### src/rtl/pcie_tx_resp_packer.sv
// Buffers 64-bit response words in a FWFT FIFO and packs them into RIFFA TX
// transactions of up to MAX_BURST words, triggered by fill level, flush or idle timeout.
module pcie_tx_resp_packer #(
  parameter int C_PCI_DATA_WIDTH = 64,
  parameter int DEPTH            = 16,
  parameter int MAX_BURST        = 8,
  parameter int TIMEOUT          = 64
) (
  input  logic                          clk,
  input  logic                          rst,
  input  logic                          in_valid,
  input  logic [C_PCI_DATA_WIDTH-1:0]   in_data,
  output logic                          in_ready,
  input  logic                          flush,
  output logic                          CHNL_TX_CLK,
  output logic                          CHNL_TX,
  input  logic                          CHNL_TX_ACK,
  output logic                          CHNL_TX_LAST,
  output logic [31:0]                   CHNL_TX_LEN,
  output logic [30:0]                   CHNL_TX_OFF,
  output logic [C_PCI_DATA_WIDTH-1:0]   CHNL_TX_DATA,
  output logic                          CHNL_TX_DATA_VALID,
  input  logic                          CHNL_TX_DATA_REN,
  output logic                          busy,
  output logic [$clog2(DEPTH):0]        fifo_count,
  output logic [1:0]                    dbg_state
);
  localparam int AW = $clog2(DEPTH);
  localparam int CW = AW + 1;
  localparam int BW = $clog2(MAX_BURST + 1);
  localparam int TW = (TIMEOUT > 1) ? $clog2(TIMEOUT) : 1;
  localparam logic [CW-1:0] DEPTH_C   = CW'(DEPTH);
  localparam logic [CW-1:0] BURST_C   = CW'(MAX_BURST);
  localparam logic [TW-1:0] TIMER_MAX = TW'(TIMEOUT - 1);

  typedef enum logic [1:0] {IDLE = 2'd0, REQ = 2'd1, STREAM = 2'd2} state_t;

  // Handshakes: a word moves on any rising edge where its valid and ready are
  // both high (in_valid/in_ready upstream, DATA_VALID/DATA_REN toward the host);
  // valid, once raised, holds its data stable until accepted.
  state_t                        state, state_nxt;
  logic [C_PCI_DATA_WIDTH-1:0]   mem [DEPTH];
  logic [AW-1:0]                 wr_ptr, rd_ptr;
  logic [CW-1:0]                 count;
  logic [BW-1:0]                 burst_words, sent, sent_inc;
  logic [TW-1:0]                 idle_timer;
  logic                          push, pop, start, last_pop;

  assign in_ready           = !rst && (count < DEPTH_C);
  assign push               = in_valid && in_ready;
  assign CHNL_TX_DATA_VALID = !rst && (state == STREAM) && (sent < burst_words);
  assign pop                = CHNL_TX_DATA_VALID && CHNL_TX_DATA_REN;
  assign sent_inc           = sent + BW'(1);
  assign last_pop           = pop && (sent_inc == burst_words);
  assign start              = (state == IDLE) &&
                              ((count >= BURST_C) ||
                               ((count != '0) && (flush || (idle_timer == TIMER_MAX))));

  assign CHNL_TX_CLK  = clk;
  assign CHNL_TX      = !rst && (state != IDLE);
  assign busy         = !rst && (state != IDLE);
  assign CHNL_TX_LAST = 1'b1;
  assign CHNL_TX_OFF  = '0;
  assign CHNL_TX_LEN  = rst ? 32'd0 : (32'(burst_words) << 1);
  assign CHNL_TX_DATA = mem[rd_ptr];
  assign fifo_count   = count;
  assign dbg_state    = state;

  always_comb begin
    state_nxt = state;
    case (state)
      IDLE:    if (start) state_nxt = REQ;
      REQ:     if (CHNL_TX_ACK) state_nxt = STREAM;
      STREAM:  if (last_pop) state_nxt = IDLE;
      default: state_nxt = IDLE;
    endcase
  end

  always_ff @(posedge clk) begin
    if (push) mem[wr_ptr] <= in_data;
  end

  always_ff @(posedge clk) begin
    if (rst) begin
      state       <= IDLE;
      wr_ptr      <= '0;
      rd_ptr      <= '0;
      count       <= '0;
      burst_words <= '0;
      sent        <= '0;
      idle_timer  <= '0;
    end else begin
      state <= state_nxt;
      if (push) wr_ptr <= wr_ptr + AW'(1);
      if (pop)  rd_ptr <= rd_ptr + AW'(1);
      case ({push, pop})
        2'b10:   count <= count + CW'(1);
        2'b01:   count <= count - CW'(1);
        default: count <= count;
      endcase
      // Burst size is frozen at request time; later pushes wait for the next burst.
      if (start) burst_words <= (count >= BURST_C) ? BW'(MAX_BURST) : BW'(count);
      if (state == REQ)   sent <= '0;
      else if (pop)       sent <= sent_inc;
      if ((state != IDLE) || start || push || (count == '0)) idle_timer <= '0;
      else if (idle_timer != TIMER_MAX)                      idle_timer <= idle_timer + TW'(1);
    end
  end
endmodule
### config.mk
export PLATFORM = sky130hd
export DESIGN_NAME = pcie_tx_resp_packer
export DESIGN_NICKNAME = d
export VERILOG_FILES = /design/src/rtl/pcie_tx_resp_packer.sv
export SDC_FILE = /design/constraint.sdc
export NUM_CORES = 1
export LEC_CHECK = 0
export CORE_MARGIN = 3
export CORE_UTILIZATION = 50
export CTS_CLUSTER_DIAMETER = 60
export CTS_CLUSTER_SIZE = 24
export DETAILED_ROUTE_END_ITERATION = 8
export GPL_TIMING_DRIVEN = 0
export MAX_ROUTING_LAYER = met4
export PLACE_DENSITY = 0.7
export SLEW_MARGIN = 20
export SYNTH_ARGS = -nofsm -noshare
export SYNTH_HDL_FRONTEND = slang
export SYNTH_SLANG_ARGS = --single-unit
### constraint.sdc
create_clock -name clk -period 6.1 [get_ports clk]
set_input_delay 0.915 -clock clk [delete_from_list [all_inputs] [get_ports clk]]
set_output_delay 0.915 -clock clk [all_outputs]
set_load 0.03 [all_outputs]
### After elaboration in Yosys (flattened, before gate mapping)

Memories as Yosys holds them, arrays and structs flattened. A register that Yosys moved wholly into a read port is not among the register bits.
Index checks and enable logic that the tools add are counted.

| storage, ports and cells | value |
|---|---|
| register bits | 29 |
| latch bits | 0 |
| bits in writable memories | 1024 |
| ROM bits | 0 |
| bits of input ports | 70 |
| output and inout port bits | 140 |
| word-level logic and storage cells | 61 |
| memories kept | 1 |

| operators by class | value |
|---|---|
| add/subtract/negate cells | 6 |
| multiply operators | 0 |
| div/mod/pow operators | 0 |
| $lt $le $gt $ge | 3 |
| equal/unequal tests | 10 |
| shifts and indexed selects | 0 |
| mux-type cells | 11 |
| bitwise gates (word level) | 0 |
| reduce and logical (&&, ||, !) cells | 23 |

Memory list:

| memory | words | bits a word | read ports | clocked after memory_dff | write ports | RTL line | source |
|---|---|---|---|---|---|---|---|
| mem | 16 | 64 | 1 | 1 | 1 | 42 | `logic [C_PCI_DATA_WIDTH-1:0] mem [DEPTH];` |

Operators with widths:

| operator | count |
|---|---|
| $add A4 B1 Y4 const B | 3 |
| $mux W4 | 3 |
| $pmux W5 S2 | 1 |
| $logic_and A1 B1 Y1 | 9 |
| $add A6 B1 Y6 const B | 1 |
| $eq A6 B6 Y1 const B | 1 |
| $mux W2 | 3 |
| $ne A2 B2 Y1 const B | 3 |
| $ne A6 B6 Y1 const B | 1 |
| $pmux W2 S3 | 1 |
| $add A5 B1 Y5 const B | 1 |
| $ge A5 B4 Y1 const B | 1 |
| $logic_not A5 Y1 | 1 |
| $logic_or A1 B1 Y1 | 5 |
| $lt A5 B5 Y1 const B | 1 |
| $mux W5 | 1 |
| $reduce_bool A5 Y1 | 1 |
| $sub A5 B1 Y5 const B | 1 |
| $eq A2 B1 Y1 const B | 2 |
| $eq A2 B2 Y1 const B | 2 |
| $eq A4 B4 Y1 | 1 |
| $lt A4 B4 Y1 | 1 |
| $reduce_bool A2 Y1 | 2 |
| $reduce_or A2 Y1 | 2 |
| 4 further kinds | 5 |

### Depth between registers and ports, before layout

Gate-level depths: netlist of the first run.

| logic depth | value |
|---|---|
| depth after elaboration | 9 |
| gate-level depth with buffers | 14 |
| mapped depth without buffers | 14 |

==> flow_summary.toml, run 1 <==
[worst_setup_path]
slowest_stage = "buf_1"
crit_family = "buffers and inverters"
critPathKind = "register to output pin"
r2r_setup_slack_ns = 2.04
critPathMaxFanout = 10
critPathLaunchType = "register"
cp.required_ns = 5.18
slowest_delay_ns = 0.80
crit_buf_inv = 3
cpMostUsedCell = "mux4_2"
cp-end-kind = "output pin"
arrival_ns = 4.39
crit_chain = "clkbuf_1 -> buf_1 -> mux4_2 -> mux4_2 -> clkdlybuf4s50_1"

[placement]
hpwl_mm = 58.8
gp_congestion = 0.752
dp_slack_ns = 1.46
place_inst = 3028
dpl_cell_area_um2 = 45500
port-buffer-count = 149

[yosys]
synth_area_um2 = 40700
synth_area_leaders = "edfxtp_1 76%, mux4_2 18%, dfxtp_1 1.6%"
yosysWarnings = 0
ys_ff_latch = 1057
yosysTopAreaCell = "edfxtp_1"
synth.yosys.seq_area_share_pct = 77.3
synth-edff-count = 1024
synth_top_area_share_pct = 75.6
synth_ff_type = "edfxtp_1"
avgSynthCellArea_um2 = 24.0
async_reset_ff_share_pct = 0
ys_types = 43
synthCells = 1693

[finish]
final_nets = 2128
seq_area_um2 = 31400
final_cell_mix = "1024 x edfxtp_1, 320 x mux4_2, 149 x clkdlybuf4s50_1"
syn_to_final_growth_pct = 16.9
final_common_cell = "edfxtp_1"
post-route-cell-area_um2 = 47500
drive_gt1_share_pct = 29.0
fin_cells = 3132
final_util_pct = 59.6
fillerInstances = 5355
multi_input_area_um2 = 8580

[floorplan]
num_io_pins = 210
chipHeight_um = 291
die_w_um = 291
start_util_pct = 51.0
placementRows = 103
die-area_um2 = 84800
core_um2 = 79800

[cts]
cts_hold_buf = 0
post_cts_buffers = 0
clkLatencyLatePin_ns = 0.75
cts.clk_slew.worst_paths_ns = 0.08
cts_resized = 0
cts_tree = "done"

[pwr]
pwr-share-clk_pct = 34.4
p_int_mw = 10.3
power_mw = 12.9
powerDensity_nw_per_um2 = 272
seq_power_share_pct = 62.0
power.share.switching_pct = 20.6
comb_power_share_pct = 3.6
power_switching_mw = 2.66
leakagePower_nw = 14.6
peakVddDrop_mv = 0.263

[timing]
skew_ns = 0.0170
rsz0062_at_grt = "no"
slew_headroom_pct = 32.6
worstMarginPinSlew_ns = 1.01
period_share_pct = 87.0
fin_crit_ns = 5.31
fin_setup_tns_ns = 0
max_freq_mhz = 188
worst_slack_ns = 0.794
whs_ns = 0.521
hold_violations = 0
setup_viol = 0
drv_slew = 0

[run_status]
outcome = "complete, no violations"

[grt]
grt_pass1_vias = 19765
grt_max_degree = 25
antenna_found_initial = 4
track_usage_pct = 22.7
grt-ovfl-total = 0
grt_pass1_wl_mm = 135

[min_path]
hp-class = "register to register"

[routing]
drc = 0
avgViaCountPerCell = 6.01
postRouteWirelength_mm = 92.3
postRouteAntennaNets = 0
wire_per_inst_um = 29.5
vias = 18812
drt_iter0_markers = 2294
first_pass_iters = 5

[run]
drv_cap = 0
[cells in the mapped netlist (2+ instances only)]
cell type / number
edfxtp_1: 1024
mux4_2: 320
buf_4: 63
nor2_1: 36
dfxtp_1: 33
clkbuf_1: 30
buf_6: 26
buf_1: 18
ha_1: 15
nand2_1: 15
a21oi_1: 14
inv_1: 13
nand3_1: 13
nor3_1: 8
xnor2_1: 8
nor2b_1: 6
o21ai_0: 6
nand2b_1: 5
xor2_1: 5
mux2i_1: 4
nand4_1: 3
o31ai_1: 3
a31oi_1: 2
and2_1: 2
buf_2: 2
conb_1: 2
[worst paths after layout]
check            startpoint          endpoint  cells after the start
max                register  CHNL_TX_DATA[61]                      5
min                 sent[1]           sent[1]                      2
max reg2reg  burst_words[1]     fifo_count[4]                     14
min reg2reg         sent[1]           sent[1]                      2
[registers in the layout (all words and copies together), names as in the netlist, named ones only]
| signal | count |
|---|---|
| fifo_count | 5 |
| mem | 1024 |
| idle_timer | 6 |
| dbg_state | 2 |
| rd_ptr | 4 |
| sent | 4 |
| burst_words | 4 |
| wr_ptr | 4 |
[power groups by stage]
stage / sequential, mW / clock, mW / combinational, mW
floorplan: 8.18 / 0.0245 / 0.214
global placement: 8.18 / 0.0364 / 0.420
detailed placement: 8.18 / 0.0364 / 0.461
CTS: 8.01 / 4.53 / 0.463
global route: 8.02 / 4.77 / 0.493
finish: 8.01 / 4.45 / 0.464
[routing by layer]
metal | up-vias | GRT usage, % | wire length, um
met5 | - | - | 0
met4 | 0 | 5.65 | 2270
met3 | 147 | 4.45 | 7620
met2 | 907 | 36.3 | 46800
met1 | 10006 | 30.4 | 35500
li1 | 7752 | - | -
[area by class of cell]
| type | instances | share of cell area [%] |
|---|---|---|
| inverter | 13 | 0.103 |
| clock inverter | 33 | 0.816 |
| timing repair buffer | 227 | 6.76 |
| sequential | 1057 | 66.1 |
| tap | 1050 | 2.76 |
| clock buffer | 67 | 3.32 |
| multi-input combinational | 541 | 18.1 |
| antenna | 4 | 0.0211 |
| buffer | 140 | 2.05 |
[worst min-delay path, delay by kind of cell, from the launching register on]
family	cells	cell delay, ns
DFF	1	0.35
and+or+nand+nor	2	0.13
[cells by family (layout without fill, tap and decap cells)]
group                      Yosys count  count (layout)  share of synthesized area (%)
other                                2              64                         0.0185
buffers and inverters              153             480                           2.51
AOI/OAI and AO/OA                   32              32                          0.477
muxes                              325             325                           17.9
DFF                               1057            1057                           77.3
and+or+nand+nor                     95              95                           1.10
adders and majority gates           16              16                          0.511
xor gates and xnor gates            13              13                          0.280
Note: power is estimated with default switching activity, not from simulation.
==> run 2, diff against run 1 <==
CORE_UTILIZATION = 54   (was 50)
PLACE_DENSITY = 0.75   (was 0.7)
==> flow_summary.toml, run 2 (synthesized netlist as in run 1, its figures left out) <==
[floorplan]
chipHeight_um = 280
num_io_pins = 210
die-area_um2 = 78600
placementRows = 99
core_um2 = 73800
die_w_um = 280
start_util_pct = 55.1

[placement]
dpl_cell_area_um2 = 45300
port-buffer-count = 149
gp_congestion = 0.805
hpwl_mm = 58.4

[cts]
cts.clk_slew.worst_paths_ns = 0.08
cts_tree = "done"
cts_resized = 0
clkLatencyLatePin_ns = 0.75
cts_hold_buf = 0
post_cts_buffers = 0

[timing]
skew_ns = 0.0221
max_freq_mhz = 195
rsz0062_at_grt = "no"
period_share_pct = 84.0
hold_violations = 0
drv_slew = 0
slew_headroom_pct = 30.0
fin_crit_ns = 5.12
setup_viol = 0
worstMarginPinSlew_ns = 1.05

[grt]
grt_pass1_wl_mm = 135
grt-ovfl-total = 0
grt_pass1_vias = 19492
grt_max_degree = 25
track_usage_pct = 24.7
antenna_found_initial = 10

[finish]
multi_input_area_um2 = 8580
fillerInstances = 4605
final_common_cell = "edfxtp_1"
seq_area_um2 = 31400
post-route-cell-area_um2 = 47200
top_register = "mem"
final_nets = 2119
largest_reg_flops = 1024
drive_gt1_share_pct = 28.5
final_cell_mix = "1024 x edfxtp_1, 320 x mux4_2, 149 x clkdlybuf4s50_1"
syn_to_final_growth_pct = 16.0

[min_path]
hp-class = "register to register"

[routing]
avgViaCountPerCell = 6.20
postRouteAntennaNets = 0
drc = 0
vias = 18783
wire_per_inst_um = 30.2
drt_iter0_markers = 2376
postRouteWirelength_mm = 91.6
first_pass_iters = 5

[pwr]
powerDensity_nw_per_um2 = 271
power_mw = 12.8
peakVddDrop_mv = 0.210
leakagePower_nw = 14.4

[worst_setup_path]
critPathMaxFanout = 10
critPathLaunchType = "register"
critPathKind = "register to output pin"
cp.required_ns = 5.18
arrival_ns = 4.21
cp-end-kind = "output pin"

[run]
drv_cap = 0

[run_status]
outcome = "complete, no violations"
-- run 2: cell count changes in the layout (fill, tap and decap cells not counted), moves of 2 or more --
cell        previous run  this run
clkinv_1               6         3
clkbuf_1              34        36
inv_12                 0         2
inv_8                  5         3
diode_2                4        10
clkinv_2               4         1
clkinvlp_4             4         1
buf_6                 31        29
clkbuf_16             62        60
buf_16                39        35
-- run 2: layout make-up --
| class | count | share of cell area, % |
|---|---|---|
| Tap cell | 959 | 2.54 |
| Buffer | 140 | 2.07 |
| Sequential cell | 1057 | 66.6 |
| Inverter | 13 | 0.103 |
| Timing Repair Buffer | 220 | 6.50 |
| Clock inverter | 23 | 0.698 |
| Multi-Input combinational cell | 541 | 18.2 |
| Antenna cell | 10 | 0.0531 |
| Clock buffer | 67 | 3.25 |
-- run 2: final timing paths --
kind | start | to | slack, ns | depth (start not counted)
max reg2reg | burst_words[1] | fifo_count[4] | 2.04 | 14
min | burst_words[0] | burst_words[0] | 0.52 | 2
min reg2reg | burst_words[0] | burst_words[0] | 0.52 | 2
max | register | CHNL_TX_DATA[48] | 0.98 | 5
-- run 2: stage by stage --
stage / hold WS (ns) / utilization, % / TNS [ns] / setup WS, ns / cells
floorplan: 0.452 / - / 0 / 0.843 / 1751
detailed placement: 0.506 / 61.3 / 0 / 1.46 / 2931
global placement: 0.484 / 59.0 / -2651.27 / -2.86 / 2859
finish: 0.519 / 63.9 / 0 / 0.978 / 3030
global route: 0.560 / 63.9 / 0 / 0.876 / 3030
CTS: 0.521 / 63.8 / 0 / 0.946 / 3020
-- run 2: per-layer routing --
| metal | global-route usage [%] | wire, um |
|---|---|---|
| met5 | - | 0 |
| met4 | 6.19 | 1940 |
| met2 | 40.0 | 47400 |
| met1 | 33.3 | 34900 |
| met3 | 4.37 | 7390 |
-- run 2: report_power, final --
group	internal (mW)	total, mW	switching (mW)
logic	0.173	0.463	0.290
registers	8.00	8.01	0.0158
clock network	2.06	4.33	2.26
-- run 2: critical path: stages, from the launching register on --
cell and delay [ns]:
dfxtp_1 0.41, clkbuf_1 0.70, buf_1 0.76, mux4_2 0.42
mux4_2 0.54, clkdlybuf4s50_1 0.63
